## src/rtl/weight_feeder_pkg.sv

```systemverilog
// Shared definitions for the weight feeder and the per-PE weight buffers:
// FSM state encoding, default word/buffer sizes, and command validation.
package weight_feeder_pkg;

    // Defaults shared with the weight buffer so both sides agree on sizes.
    localparam int DATA_WIDTH_DEF   = 16;
    localparam int BUFFER_DEPTH_DEF = 16;
    localparam int NUM_BUF_DEF      = 4;
    localparam int ADDR_WIDTH_DEF   = 12;

    typedef enum logic [2:0] {
        ST_IDLE   = 3'd0,
        ST_WAIT   = 3'd1,
        ST_FLUSH  = 3'd2,
        ST_STREAM = 3'd3,
        ST_DONE   = 3'd4
    } feeder_state_t;

    // A command is usable only if every kernel fits in a buffer and
    // there is a target buffer for every kernel.
    function automatic logic cmd_valid(input logic [7:0] ksize,
                                       input logic [7:0] nker,
                                       input int         max_depth,
                                       input int         max_buf);
        return (ksize != 8'd0) && (int'(ksize) <= max_depth) &&
               (nker  != 8'd0) && (int'(nker)  <= max_buf);
    endfunction

endpackage

```

## src/rtl/weight_feeder.sv

```systemverilog
// Weight feeder: streams num_kernels contiguous kernels from a
// synchronous-read weight memory into weight buffers 0..num_kernels-1.
// Each kernel is announced by a one-cycle flush pulse to its buffer,
// followed by kernel_size words on wdata, one per cycle.
module weight_feeder
    import weight_feeder_pkg::*;
#(
    parameter int DATA_WIDTH   = DATA_WIDTH_DEF,
    parameter int BUFFER_DEPTH = BUFFER_DEPTH_DEF,
    parameter int NUM_BUF      = NUM_BUF_DEF,
    parameter int ADDR_WIDTH   = ADDR_WIDTH_DEF
)(
    input  logic                  clk,
    input  logic                  rst,
    input  logic                  start,
    input  logic [ADDR_WIDTH-1:0] base_addr,
    input  logic [7:0]            kernel_size,
    input  logic [7:0]            num_kernels,
    input  logic [NUM_BUF-1:0]    buf_busy,
    output logic                  mem_en,
    output logic [ADDR_WIDTH-1:0] mem_addr,
    input  logic [DATA_WIDTH-1:0] mem_rdata,
    output logic [NUM_BUF-1:0]    flush,
    output logic [DATA_WIDTH-1:0] wdata,
    output logic                  busy,
    output logic                  done,
    output logic                  err
);

    localparam int IDX_W = (NUM_BUF > 1) ? $clog2(NUM_BUF) : 1;

    feeder_state_t         state_q;
    logic [7:0]            ksize_q;     // latched kernel_size
    logic [7:0]            nker_q;      // latched num_kernels
    logic [7:0]            kern_q;      // current kernel / target buffer j
    logic [7:0]            rd_cnt_q;    // reads issued for the current kernel
    logic [7:0]            wcnt_q;      // stream cycle index within the kernel
    logic [ADDR_WIDTH-1:0] addr_q;      // next read address (wraps naturally)
    logic [ADDR_WIDTH-1:0] addr_d;
    logic [DATA_WIDTH-1:0] wdata_q;
    logic [NUM_BUF-1:0]    flush_q;
    logic                  busy_q;
    logic                  done_q;
    logic                  err_q;

    logic [IDX_W-1:0]      buf_idx;
    logic [NUM_BUF-1:0]    flush_sel;
    logic                  rd_more;
    logic                  buf_free;

    assign buf_idx  = kern_q[IDX_W-1:0];
    assign addr_d   = addr_q + ADDR_WIDTH'(1);
    assign rd_more  = (rd_cnt_q < ksize_q);
    assign buf_free = ~buf_busy[buf_idx];

    // One-hot decode of the current target buffer.
    for (genvar gi = 0; gi < NUM_BUF; gi++) begin : g_flush_sel
        assign flush_sel[gi] = (buf_idx == IDX_W'(gi));
    end

    // Read enable depends on the live buf_busy input while waiting, so it
    // is decoded from registered state rather than registered itself.
    always_comb begin
        mem_en = 1'b0;
        case (state_q)
            ST_WAIT:              mem_en = buf_free;
            ST_FLUSH, ST_STREAM:  mem_en = rd_more;
            default:              mem_en = 1'b0;
        endcase
    end

    assign mem_addr = addr_q;
    assign flush    = flush_q;
    assign wdata    = wdata_q;
    assign busy     = busy_q;
    assign done     = done_q;
    assign err      = err_q;

    // Command FSM with address/word/kernel counters and registered outputs.
    always_ff @(posedge clk) begin
        if (rst) begin
            state_q  <= ST_IDLE;
            ksize_q  <= 8'd0;
            nker_q   <= 8'd0;
            kern_q   <= 8'd0;
            rd_cnt_q <= 8'd0;
            wcnt_q   <= 8'd0;
            addr_q   <= '0;
            wdata_q  <= '0;
            flush_q  <= '0;
            busy_q   <= 1'b0;
            done_q   <= 1'b0;
            err_q    <= 1'b0;
        end else begin
            case (state_q)
                ST_IDLE: begin
                    if (start) begin
                        ksize_q  <= kernel_size;
                        nker_q   <= num_kernels;
                        kern_q   <= 8'd0;
                        rd_cnt_q <= 8'd0;
                        wcnt_q   <= 8'd0;
                        addr_q   <= base_addr;
                        if (cmd_valid(kernel_size, num_kernels, BUFFER_DEPTH, NUM_BUF)) begin
                            err_q   <= 1'b0;
                            busy_q  <= 1'b1;
                            state_q <= ST_WAIT;
                        end else begin
                            // Rejected: report immediately, touch nothing.
                            err_q   <= 1'b1;
                            done_q  <= 1'b1;
                            state_q <= ST_DONE;
                        end
                    end
                end

                ST_WAIT: begin
                    // Hold until the target buffer has finished its own flush.
                    if (buf_free) begin
                        addr_q   <= addr_d;
                        rd_cnt_q <= 8'd1;
                        flush_q  <= flush_sel;
                        state_q  <= ST_FLUSH;
                    end
                end

                ST_FLUSH: begin
                    flush_q <= '0;
                    wdata_q <= mem_rdata;   // word 0, presented next cycle
                    wcnt_q  <= 8'd0;
                    if (rd_more) begin
                        addr_q   <= addr_d;
                        rd_cnt_q <= rd_cnt_q + 8'd1;
                    end
                    state_q <= ST_STREAM;
                end

                ST_STREAM: begin
                    if (rd_more) begin
                        addr_q   <= addr_d;
                        rd_cnt_q <= rd_cnt_q + 8'd1;
                    end
                    // mem_rdata now holds word wcnt+1 of this kernel.
                    if ((wcnt_q + 8'd1) < ksize_q) begin
                        wdata_q <= mem_rdata;
                    end else begin
                        wdata_q <= '0;
                    end
                    if (wcnt_q == ksize_q - 8'd1) begin
                        if ((kern_q + 8'd1) < nker_q) begin
                            // Kernels are contiguous: addr_q keeps running.
                            kern_q  <= kern_q + 8'd1;
                            state_q <= ST_WAIT;
                        end else begin
                            busy_q  <= 1'b0;
                            done_q  <= 1'b1;
                            state_q <= ST_DONE;
                        end
                    end else begin
                        wcnt_q <= wcnt_q + 8'd1;
                    end
                end

                ST_DONE: begin
                    done_q  <= 1'b0;
                    state_q <= ST_IDLE;
                end

                default: begin
                    state_q <= ST_IDLE;
                    flush_q <= '0;
                    busy_q  <= 1'b0;
                    done_q  <= 1'b0;
                end
            endcase
        end
    end

endmodule

```

## config.mk

```make
export PLATFORM = sky130hd
export DESIGN_NAME = weight_feeder
export DESIGN_NICKNAME = d
export VERILOG_FILES = /design/src/rtl/weight_feeder_pkg.sv /design/src/rtl/weight_feeder.sv
export SDC_FILE = /design/constraint.sdc
export NUM_CORES = 1
export LEC_CHECK = 0
export ABC_AREA = 1
export CELL_PAD_IN_SITES_DETAIL_PLACEMENT = 0
export CELL_PAD_IN_SITES_GLOBAL_PLACEMENT = 2
export CORE_UTILIZATION = 32
export CTS_BUF_LIST = sky130_fd_sc_hd__clkbuf_2
export DETAILED_ROUTE_END_ITERATION = 6
export PLACE_DENSITY = 0.95
export SYNTH_ARGS = -nofsm -noshare
export SYNTH_HDL_FRONTEND = slang
export SYNTH_SLANG_ARGS = --single-unit
export TNS_END_PERCENT = 10
```

## constraint.sdc

```tcl
create_clock -name clk -period 3.5 [get_ports clk]
set_input_delay 0.7 -clock clk [delete_from_list [all_inputs] [get_ports clk]]
set_output_delay 0.7 -clock clk [all_outputs]
set_load 0.1 [all_outputs]
```

==> results.tsv <==
stage	metric	value	unit
outcome	status	finished, final reports clean	
clocking	postCtsSetupRepairBufs	0	
setup_path	timing.rr.start	kern_q[0]	
setup_path	crit_start	ksize_q[5]	
synth	syn_nets	750	
timing	hold_viol_final	0	
setup_path	cpPeakStageDelay	440	ps
routing	routed_wl	12100	um
job	maxCapViolCount	0	
clocking	ctsHoldBuffers	0	
synth	synth_edf_count	0	
routing	wl_met1	5770	um
hold_path	hp-start	done	
routing	vias	4534	
clocking	ctsResizeCount	0	
synth	synth-xor-area-share	0.0426	
routing	final_antenna_net_count	0	
clocking	cts_buffer_depth	2	
routing	firstDrtPassIters	5	
setup_path	crit_path_end_kind	primary output	
global_route	antenna_found_initial	0	
synth	synth_compound_area_frac	0.149	
finish	layout.cells.most_common	nand2_1	
floorplanning	start_util	0.327	
routing	wl_met3	653	um
finish	seqCellArea	0.00156	mm2
routing	wire_per_inst	12.9	um
setup_path	start_kind	flip-flop	
clocking	cts_inserted_buffers	9	
timing	period_share	0.876	
routing	drt-vias-per-instance	4.84	
floorplanning	rows	43	
hold_path	min_path_type	flip-flop to flip-flop	
finish	multi_input_comb_area	0.00259	mm2
synth	yosys.area_share.simple	0.297	
finish	final_cell_mix	nand2_1, a21oi_1, dfxtp_1, clkdlybuf4s50_1, inv_1	
synth	synth.area.mux_share	0	
power	leakage	2.36	nW
floorplanning	core	0.0138	mm2
power	ir_drop	0.204	mV
timing	worstMarginPinSlew	999	ps
timing	slew_violations	0	
synth	yosys.cell_types.count	31	
timing	period_minus_slack	3060	ps
clocking	clk_pin_slew	210	ps
setup_path	cp.required	2800	ps
timing	finalHoldWorstSlack	471	ps
synth	yosys_register_bits	78	
finish	nFillCells	1447	
floorplanning	dieArea	0.0146	mm2
setup_path	slowest_stage	dfxtp_1	
finish	drive_gt1_frac	0.0661	
synth	synth-adder-area-share	0.0829	
synth	synth_top_family_by_area	simple AND/OR/NAND/NOR gates	
routing	drt_iter0_markers	236	
synth	netlist.area_leader.share	0.345	
global_route	overflow	0	
routing	wl_met2	5540	um
power	power.density	322	mW/mm2
floorplanning	ioPinCount	87	
synth	syn_avg_cell_area	6.77	um2
place	globalplace.congestion	0.825	
clocking	cts_sinks	78	
synth	yosysTopAreaCell	dfxtp_1	
synth	synth-async-reset-ratio	0	
finish	fin_nets	833	
synth	synth_ff_type	dfxtp_1	
floorplanning	die_y	121	um
finish	fin_util	0.408	
clocking	ctsHtreeMaxLevel	3	
timing	max_freq	0.326	GHz
global_route	grt_pass1_vias	4311	
timing	relSlewSlack	0.332	
setup_path	arrival	2360	ps
finish	area_delta_synth_final	24.7	%
timing	fin_skew	35.1	ps
global_route	grt_use_total	0.173	
setup_path	cp_max_fo	4	
synth	syn-cell-area	0.00453	mm2
clocking	cts_tree	built	
global_route	grt_max_degree	44	
clocking	root_buffer	clkbuf_2	
synth	synthCells	669	
place	port-buffer-count	86	
timing	fin_tns_setup	0	ps
floorplanning	chipWidth	121	um
synth	synth_seq_area_share	0.345	
global_route	grt_pass1_wl	20100	um
place	place.detailed.hpwl	8830	um
routing	top_layer_used	met4	
routing	drc	0	
clocking	clock_latency	570	ps
synth	ys_top_cells_by_area	dfxtp_1, nand2_1, a21oi_1	
setup_path	worstPathCellList	inv_1 -> ha_1 -> a21oi_1 -> nor2_1 -> a211oi_1 -> nand2_1 -> o21ai_1 -> buf_12	
timing	rsz0062_at_grt	no	
finish	num_antenna_cells	0	
synth	yosys_warnings	0	
setup_path	crit_type	flip-flop to primary output	
timing	setup_viol	0	
## area by class of cell
class                   count  area share
inverters                  77      0.0512
clock buffers              10     0.00887
flip-flops and latches     78       0.277
clock inverters             6     0.00687
multi-input cells         495       0.459
repair buffers             91       0.158
well taps                 180      0.0399
## layer usage
layer  up-vias  track usage
li1       2350            -
met5         -            0
met4         0       0.0525
met3        10       0.0437
met2       111        0.289
met1      2063        0.216
## through the flow
step | area (um2) | cells | total power [W] | worst slack (ps)
3_5_place_dp | 5560 | 921 | 0.00142 | 739
5_1_grt | 5650 | 937 | 0.00193 | 182
3_3_place_gp | 5560 | 921 | 0.00141 | 891
4_1_cts | 5650 | 937 | 0.00185 | 359
6_report | 5650 | 937 | 0.00182 | 436
2_1_floorplan | 4530 | 669 | 0.00128 | 293
## worst max-delay path, delay by kind of cell, from the launching register on
kind                       cells  cell delay (ps)
adders and majority gates      1              330
and+or+nand+nor                2              170
buffers and inverters          2              340
DFF                            1              440
AOI/OAI and AO/OA              3              540
## worst paths after layout
check,to,slack (ps),cells past startpoint
setup / recovery,mem_en,440,8
hold / removal,done,470,2
setup reg to reg,kern_q[0],710,13
hold reg to reg,done,470,2
## power breakdown
| part | switching [W] | internal [W] | leakage (nW) |
|---|---|---|---|
| clock | 0.000333 | 0.0000910 | 0.0476 |
| sequential | 0.0000329 | 0.000925 | 0.636 |
| combinational | 0.000290 | 0.000149 | 1.68 |
| total | 0.000656 | 0.00116 | 2.36 |
## synthesized netlist by cell type (all sizes together) (3+ instances only)
library cell	number
nand2	169
a21oi	82
dfxtp	78
inv	77
nand3	63
nor2	58
o21ai	46
ha	30
clkbuf	15
xor2	15
nand4	9
nor3	8
xnor2	7
buf	4
nand3b	3
## flip-flops by register name (all words and copies together) (netlist names)
name / flops
busy: 1
mem_addr: 12
wcnt_q: 8
ksize_q: 8
err: 1
flush: 4
done: 1
rd_cnt_q: 8
wdata: 16
state_q: 3
kern_q: 8
nker_q: 8
## kinds of logic after synthesis
group	Yosys count
fa+ha+maj	30
flops	78
compound gates	132
xor+xnor	22
simple gates	311
buf+inv	96
Power figures use the tool's default switching activity.
